### src/rtl/rand_word_collector.sv
`default_nettype none
// ============================================================================
// Module   : rand_word_collector
// Purpose  : Consumer end of the differential-privacy random-bit stream.
//            Packs WIDTH accepted random bits (first bit in the MSB) into a word
//            and offers it to the noise sampler over valid/ready. There is one
//            shift register and one output register. Bits that arrive while a
//            completed word has nowhere to go are dropped and counted.
// Ports    : clk          in   system clock, rising edge
//            rst_n        in   asynchronous active-low reset
//            bit_in       in   random bit from the generator
//            bit_valid    in   bit_in is meaningful this cycle
//            word_out     out  [WIDTH-1:0] packed random word
//            word_valid   out  word_out holds an unconsumed word
//            word_ready   in   consumer accepts (transfer on valid & ready)
//            overflow     out  sticky, set on the first dropped bit
//            drop_cnt     out  [DROP_W-1:0] saturating dropped-bit count
//            health_fail  out  sticky repetition-count-test failure
// Options  : define RCT_EN to build the repetition-count health test
//            (cutoff RCT_LIMIT). Without it health_fail is tied low.
// Revision : 1.0 - initial release
// ============================================================================
module rand_word_collector #(
  parameter int WIDTH     = 24,
  parameter int DROP_W    = 16,
  parameter int RCT_LIMIT = 32
) (
  input  logic              clk,
  input  logic              rst_n,
  input  logic              bit_in,
  input  logic              bit_valid,
  output logic [WIDTH-1:0]  word_out,
  output logic              word_valid,
  input  logic              word_ready,
  output logic              overflow,
  output logic [DROP_W-1:0] drop_cnt,
  output logic              health_fail
);

  localparam int c_CNT_W = $clog2(WIDTH + 1);

  // Elaboration-time guard on the supported parameter ranges.
  generate
    if (WIDTH < 2 || WIDTH > 32 || DROP_W < 1 || RCT_LIMIT < 2) begin : g_param_check
      $error("rand_word_collector: unsupported parameter value");
    end
  endgenerate

  typedef enum logic [0:0] {
    S_FILL = 1'b0,
    S_HOLD = 1'b1
  } state_t;

  state_t              r_state;
  state_t              w_state_nxt;
  logic [WIDTH-1:0]    r_shift;
  logic [WIDTH-1:0]    w_shift_nxt;
  logic [c_CNT_W-1:0]  r_cnt;
  logic [c_CNT_W-1:0]  w_cnt_nxt;
  logic [WIDTH-1:0]    r_word;
  logic [WIDTH-1:0]    w_word_nxt;
  logic                r_valid;
  logic                w_valid_nxt;
  logic                r_overflow;
  logic                w_overflow_nxt;
  logic [DROP_W-1:0]   r_drop;
  logic [DROP_W-1:0]   w_drop_nxt;

  logic                w_xfer;
  logic                w_out_free;
  logic                w_accept;
  logic                w_full;
  logic [WIDTH-1:0]    w_shifted;
  logic                w_health_trip;   // this accepted bit fails the health test
  logic                w_health_block;  // health test already failed: load nothing

  assign w_xfer     = r_valid & word_ready;
  // The output register can take a new word this edge if it is empty or its
  // current word is being consumed on the same edge.
  assign w_out_free = ~r_valid | word_ready;
  assign w_accept   = bit_valid & (r_state == S_FILL);
  assign w_shifted  = {r_shift[WIDTH-2:0], bit_in};
  assign w_full     = (r_cnt == c_CNT_W'(WIDTH - 1));

`ifdef RCT_EN
  localparam int c_RUN_W = $clog2(RCT_LIMIT + 1);

  logic [c_RUN_W-1:0] r_run;
  logic [c_RUN_W-1:0] w_run_nxt;
  logic               r_last_bit;
  logic               r_health;

  // Run length including the current bit; a zero run means no history yet.
  always_comb begin
    w_run_nxt = c_RUN_W'(1);
    if (r_run != '0 && bit_in == r_last_bit) begin
      if (r_run == c_RUN_W'(RCT_LIMIT)) begin
        w_run_nxt = r_run;
      end else begin
        w_run_nxt = r_run + c_RUN_W'(1);
      end
    end
  end

  assign w_health_trip  = w_accept & ~r_health & (w_run_nxt == c_RUN_W'(RCT_LIMIT));
  assign w_health_block = r_health;
  assign health_fail    = r_health;

  always_ff @(posedge clk or negedge rst_n) begin
    if (!rst_n) begin
      r_run      <= '0;
      r_last_bit <= 1'b0;
      r_health   <= 1'b0;
    end else begin
      if (w_accept) begin
        r_run      <= w_run_nxt;
        r_last_bit <= bit_in;
      end
      if (w_health_trip) begin
        r_health <= 1'b1;
      end
    end
  end
`else
  assign w_health_trip  = 1'b0;
  assign w_health_block = 1'b0;
  assign health_fail    = 1'b0;
`endif

  // Next-state and datapath control.
  always_comb begin
    w_state_nxt    = r_state;
    w_shift_nxt    = r_shift;
    w_cnt_nxt      = r_cnt;
    w_word_nxt     = r_word;
    w_valid_nxt    = r_valid;
    w_overflow_nxt = r_overflow;
    w_drop_nxt     = r_drop;

    if (w_xfer) begin
      w_valid_nxt = 1'b0;
    end

    case (r_state)
      S_FILL: begin
        if (w_accept) begin
          w_shift_nxt = w_shifted;
          w_cnt_nxt   = r_cnt + c_CNT_W'(1);
          if (w_health_trip) begin
            // Failing bit discards the partial word, even if it completes one.
            w_cnt_nxt = '0;
          end else if (w_full) begin
            w_cnt_nxt = '0;
            if (w_health_block) begin
              // Word is discarded while the health test is failed.
            end else if (w_out_free) begin
              w_word_nxt  = w_shifted;
              w_valid_nxt = 1'b1;
            end else begin
              // Keep the full word in the shift register until space opens.
              w_state_nxt = S_HOLD;
            end
          end
        end
      end

      S_HOLD: begin
        if (bit_valid) begin
          w_overflow_nxt = 1'b1;
          if (r_drop != {DROP_W{1'b1}}) begin
            w_drop_nxt = r_drop + DROP_W'(1);
          end
        end
        if (w_xfer) begin
          w_word_nxt  = r_shift;
          w_valid_nxt = 1'b1;
          w_cnt_nxt   = '0;
          w_state_nxt = S_FILL;
        end
      end

      default: begin
        w_state_nxt = S_FILL;
      end
    endcase
  end

  always_ff @(posedge clk or negedge rst_n) begin
    if (!rst_n) begin
      r_state    <= S_FILL;
      r_shift    <= '0;
      r_cnt      <= '0;
      r_word     <= '0;
      r_valid    <= 1'b0;
      r_overflow <= 1'b0;
      r_drop     <= '0;
    end else begin
      r_state    <= w_state_nxt;
      r_shift    <= w_shift_nxt;
      r_cnt      <= w_cnt_nxt;
      r_word     <= w_word_nxt;
      r_valid    <= w_valid_nxt;
      r_overflow <= w_overflow_nxt;
      r_drop     <= w_drop_nxt;
    end
  end

  assign word_out   = r_word;
  assign word_valid = r_valid;
  assign overflow   = r_overflow;
  assign drop_cnt   = r_drop;

endmodule
`default_nettype wire

### config.mk
export PLATFORM = sky130hd
export DESIGN_NAME = rand_word_collector
export DESIGN_NICKNAME = d
export VERILOG_FILES = /design/src/rtl/rand_word_collector.sv
export SDC_FILE = /design/constraint.sdc
export NUM_CORES = 1
export LEC_CHECK = 0
export BUFFER_PORTS_ARGS = -buffer_cell sky130_fd_sc_hd__buf_2
export CAP_MARGIN = 20
export CORE_ASPECT_RATIO = 2
export CORE_UTILIZATION = 36
export CTS_CLUSTER_DIAMETER = 150
export DETAILED_ROUTE_END_ITERATION = 6
export SLEW_MARGIN = 5
export SYNTH_ARGS = -nofsm -noshare
export SYNTH_HDL_FRONTEND = slang
export SYNTH_SLANG_ARGS = --single-unit
### constraint.sdc
create_clock -name clk -period 4.1 [get_ports clk]
set_input_delay 0 -clock clk [delete_from_list [all_inputs] [get_ports clk]]
set_output_delay 0 -clock clk [all_outputs]
set_load 0.03 [all_outputs]
After elaboration in Yosys (flattened, before gate mapping)
Index checks and enable logic that the tools add are counted.
Storage, ports and cells
  bits in registers: 72
  memories: 0
  bits in latches: 0
  RAM bits: 0
  ROM bits: 0
  output and inout port bits: 43
  logic and storage cells: 45
  input port bits: 5
Cells by class
  reduce and logical (&&, ||, !) cells: 5
  multiplexer cells: 20
  shifts and indexed selects: 0
  equality and inequality tests: 6
  $lt $le $gt $ge: 0
  bitwise gates (word level): 5
  divide/modulo/power cells: 0
  multiply operators: 0
  add/sub/neg operators: 2
Operators with widths (count)
  two-way mux 24 bit: 4
  one-hot mux 24 bit (2 select lines): 1
  adder 16 x 1 -> 16 bit (second input constant): 1
  inequality test 16 bit (second input constant): 1
  two-way mux 5 bit: 3
  one-hot mux 5 bit (2 select lines): 1
  two-way mux 1 bit: 9
  inequality test 2 bit (second input constant): 3
  AND reduction 2 bit: 3
  adder 5 x 1 -> 5 bit (second input constant): 1
  == test 5 bit (second input constant): 1
  one-hot mux 1 bit (2 select lines): 2
  AND reduction 4 bit: 1
  AND reduction 3 bit: 1
  bitwise AND 1 bit: 2
  inequality test 2 x 1 -> 1 bit (second input constant): 1
  NOT 1 bit: 2
  bitwise OR 1 bit: 1

Depth between registers and ports, before layout
  word-level depth: 6
  mapped depth: 7
  gate-level depth less buffers: 5

Worst setup path after synthesis
Ideal clock, no wire load.
  kind: reg2reg
  from: reg r_drop[5], in the netlist drop_cnt[5]
  to: reg r_drop[15], in the netlist drop_cnt[15]
  slack: 2183 ps
  data arrival time: 1783 ps
  library setup time: 133 ps
  stages on the path, launching flop included: 5
  clock period less this slack: 1917 ps
  required time: 3967 ps
  buffers on the path: 0
  cells stage by stage: dfrtp_1 nand3_1 or4_4 or4_1 xnor2_1
On the way
  cells in the longest elaborated chain, start to end: 2
  elaborated cells between the ends (all ways): 3
  those cells by class: add/sub: 1; eq/ne: 1; reduce/logical: 1
RTL lines
  from (decl): line 66  | logic [DROP_W-1:0] r_drop;
  from (signal assigned): line 204  | r_drop <= w_drop_nxt;
  parallel branches: the longest is 2 deep, another holds adder 16 x 1 -> 16 bit
Parallel ways; which one is timed is not known.
A chain may end at the register's enable or synchronous reset.

Worst setup path after layout
  from: reg r_state
  to: reg r_drop[10], in the netlist drop_cnt[10]
On the way
  cells in the longest elaborated chain, start to end: 1
RTL lines
  from (decl): line 54  | state_t r_state;
  from (signal assigned): line 198  | r_state <= w_state_nxt;
  AND reduction 3 bit (no source line)
Every way passes these cells.

==> flow_summary.yaml <==
power:
  p_seq_frac: 0.485
  leakagePower_nw: 2.08
  swShare: 0.252
  pwr_density_cell_nw_per_um2: 445
  cellInternalPower_mw: 1.29
  total_switching_power_mw: 0.435
  power.share.clock: 0.412
  comb_power_share: 0.103
  ir_worst_vdd_uv: 201
  p_total_mw: 1.72
clocking:
  cts_tree: "built"
  clkSlewWorstSetupHoldPaths_ps: 50
  clock_tree.buffer_depth: 2
  cts_sinks: 72
  post_cts_buffers: 0
  cts_root_buffer: "clkbuf_16"
  worst_skew_pair.late_latency_ps: 330
  htree_depth: 3
  count_of_instances_resized_after_the_clock_tree_is_built: 0
  cts_buffers: 9
critical_path:
  worstPathCellList: "nand2_1, nor3_1, nand4_1, xnor2_1"
  endpoint_kind: "flop"
  critical_path.max_fanout: 23
  critPathLaunchType: "flop"
  cp.arrival_ps: 2440
  worstReg2RegStart: "r_state"
  r2r.worst_path.cells: 4
  regToRegEndpoint: "drop_cnt[10]"
  slowest_delay_ps: 910
  critPathRequiredTime_ps: 4310
  category_of_the_most_critical_setup_path: "reg2reg"
  rrSetupSlack_ps: 1880
  cp_slowest_cell: "dfrtp_1"
worst_hold_path:
  timing.hold.worst_path_depth: 4
  min_delay_startpoint: "bit_valid"
  worst_hold_path.endpoint: "r_cnt[2]"
  min_path_type: "in2reg"
placement:
  detailedPlace.worstSlack_ps: 1870
  gpl.final_weighted_congestion: 0.785
  io_buffer_count: 46
  dp_hpwl_mm: 4.39
routing:
  routedWlPerCell_um: 14.3
  via_per_inst: 5.00
  drt-initial-drc-count: 98
  via_count: 2244
  ant_nets: 0
  drt_first_pass_iters: 4
  wl_mm: 6.43
  remaining_drc_errors: 0
yosys:
  syn_inst: 293
  simple_gate_share_of_the_synthesized_area: 0.173
  synth_top_family_by_area: "simple AND/OR/NAND/NOR gates"
  synthDominantAreaCellType: "dfrtp_1"
  synth_area_per_cell_sq_um: 11.1
  synth_fa_ha_area_frac: 0.00773
  synth_top_cells_by_area: "dfrtp_1 56%, mux2_2 17%, nand2_1 9.6%"
  synthMuxAreaShare: 0.170
  synth_seq_cells: 72
  yosys.cell_types.count: 34
  synth_xor_area_frac: 0.0460
  synth_compound_gate_area_share: 0.0228
  post-synth-top-area-fraction: 0.556
  synth_fp_nets: 300
  post_synthesis_instance_area_sq_um: 3240
  seq_area_frac_synth: 0.556
  yosysWarnings: 0
floorplanning:
  die-width_um: 69.1
  fp.dieArea_sq_um: 9400
  die_h_um: 136
  io_pins: 48
  placeable_core_region_sq_um: 8650
  num_rows: 48
  initial_core_util: 0.374
timing:
  timing_worst_slew_pin_value_ps: 870
  final-hold-violation-count: 0
  setup_violations: 0
  post-route-period-util: 0.542
  final.setup.tns_ps: 0
  final_critical_path_setup_slack_ps: 1880
  finalMaxSlewViolations: 0
  fmax_mhz: 450
  period_needed_ps: 2220
  max_slew_margin: 0.420
  fin_worst_skew_ps: 6.31
  grt_setup_unrepaired: "false"
cells_and_area:
  fillerInstances: 847
  post_synthesis_to_final_layout_area_growth_pct: 19.8
  ant_cells: 0
  post_route_cells_drive_above_1_share: 0.350
  final_nets: 352
global_route:
  grtUsageTotal: 0.149
  first_global_vias: 2310
  grt-ovfl-total: 0
  antenna_found_initial: 0
  pin_count_of_the_biggest_net_entering_global_routing: 38
  grt_first_pass_wirelength_mm: 10.8
flow_run:
  cap_violations: 0
run_status:
  status: "completed"
==> sequential cells by signal (all words and copies together), names as in the netlist <==
signal      flops
drop_cnt       16
r_cnt           5
word_valid      1
r_state         1
overflow        1
word_out       24
r_shift        24
==> layout make-up <==
cell class | count | area, sq um | area share
Timing Repair Buffer | 55 | 305 | 0.0787
Multi-Input combinational cell | 205 | 1370 | 0.352
Tap cell | 100 | 125 | 0.0322
Inverter | 2 | 7.51 | 0.00193
Sequential cell | 72 | 1800 | 0.464
Clock inverter | 4 | 20.0 | 0.00516
Clock buffer | 11 | 253 | 0.0651
==> critical path, delay by kind of cell, from the launching register on <==
| family | cells | cell delay, ps |
|---|---|---|
| DFF | 1 | 910 |
| and+or+nand+nor | 3 | 1050 |
| xor gates and xnor gates | 1 | 150 |
==> worst max-delay path by stage <==
stage | startpoint | endpoint | cells after the start
after floorplan | drop_cnt[5] | drop_cnt[15] | 4
after global placement | r_state | drop_cnt[15] | 4
after detailed placement | r_state | drop_cnt[10] | 4
after CTS | r_state | drop_cnt[10] | 4
after global routing | r_state | drop_cnt[10] | 4
final | r_state | drop_cnt[10] | 4
==> placed cells by master (no fill, tap or decap), drive strengths merged, types with 2 or more instances in the layout <==
cell type     n
nand2        83
dfrtp        72
buf          52
mux2         49
xor2         12
clkbuf       11
nand3         9
nand4         7
nor3          5
xnor2         5
o21ai         5
nor2          4
nor4          4
clkinv        4
a21oi         3
dlygate4sd3   3
nand2b        2
inv           2
or2           2
ha            2
nor2b         2
o22ai         2
or4           2
==> what timing repair did <==
item	in CTS	in global routing
hold endpoints to repair	38	0
endpoints found under the setup margin	0	0
hold buffers	3	0
==> metal layers <==
layer,vias to the layer above,share of wire,routed length (um),track usage
li1,1088,-,-,-
met1,1097,0.39,2530,0.158
met2,44,0.54,3490,0.264
met3,15,0.033,211,0.0297
met4,0,0.030,195,0.102
met5,-,0,0,0
==> power groups by stage <==
stage                     logic, mW  clock network, mW  registers [mW]
after global routing          0.202              0.762           0.848
after CTS                     0.185              0.735           0.836
final                         0.178              0.711           0.836
after detailed placement      0.181                  0           0.848
after global placement        0.176                  0           0.844
after floorplan               0.107                  0           0.856
==> Yosys cell counts, drive strengths merged <==
master / n
nand2: 83
dfrtp: 72
mux2: 49
xor2: 12
nand3: 9
buf: 8
nand4: 7
clkbuf: 6
nor3: 5
o21ai: 5
xnor2: 5
nor2: 4
nor4: 4
a21oi: 3
ha: 2
inv: 2
nand2b: 2
nor2b: 2
o22ai: 2
or2: 2
or4: 2
a22o: 1
a31oi: 1
and2: 1
conb: 1
nand3b: 1
nand4b: 1
nor3b: 1
==> metrics by stage <==
| stage | util | cell area [sq um] | cells | hold slack, ps |
|---|---|---|---|---|
| floorplan | - | 3240 | 293 | -296 |
| CTS | 0.449 | 3880 | 449 | 119 |
| finish | 0.449 | 3880 | 449 | 128 |
| global route | 0.449 | 3880 | 449 | 148 |
| global placement | 0.414 | 3580 | 431 | 153 |
| detailed placement | 0.414 | 3580 | 431 | 158 |
==> cell families (layout without fill, tap and decap cells) <==
| logic type | count (synthesis) | after routing |
|---|---|---|
| muxes | 49 | 49 |
| AOI/OAI and AO/OA | 12 | 12 |
| other | 1 | 1 |
| adders and majority gates | 2 | 2 |
| xor gates and xnor gates | 17 | 17 |
| and+or+nand+nor | 124 | 124 |
| DFF | 72 | 72 |
| buffers and inverters | 16 | 72 |
Note: power is estimated with default switching activity, not from simulation.
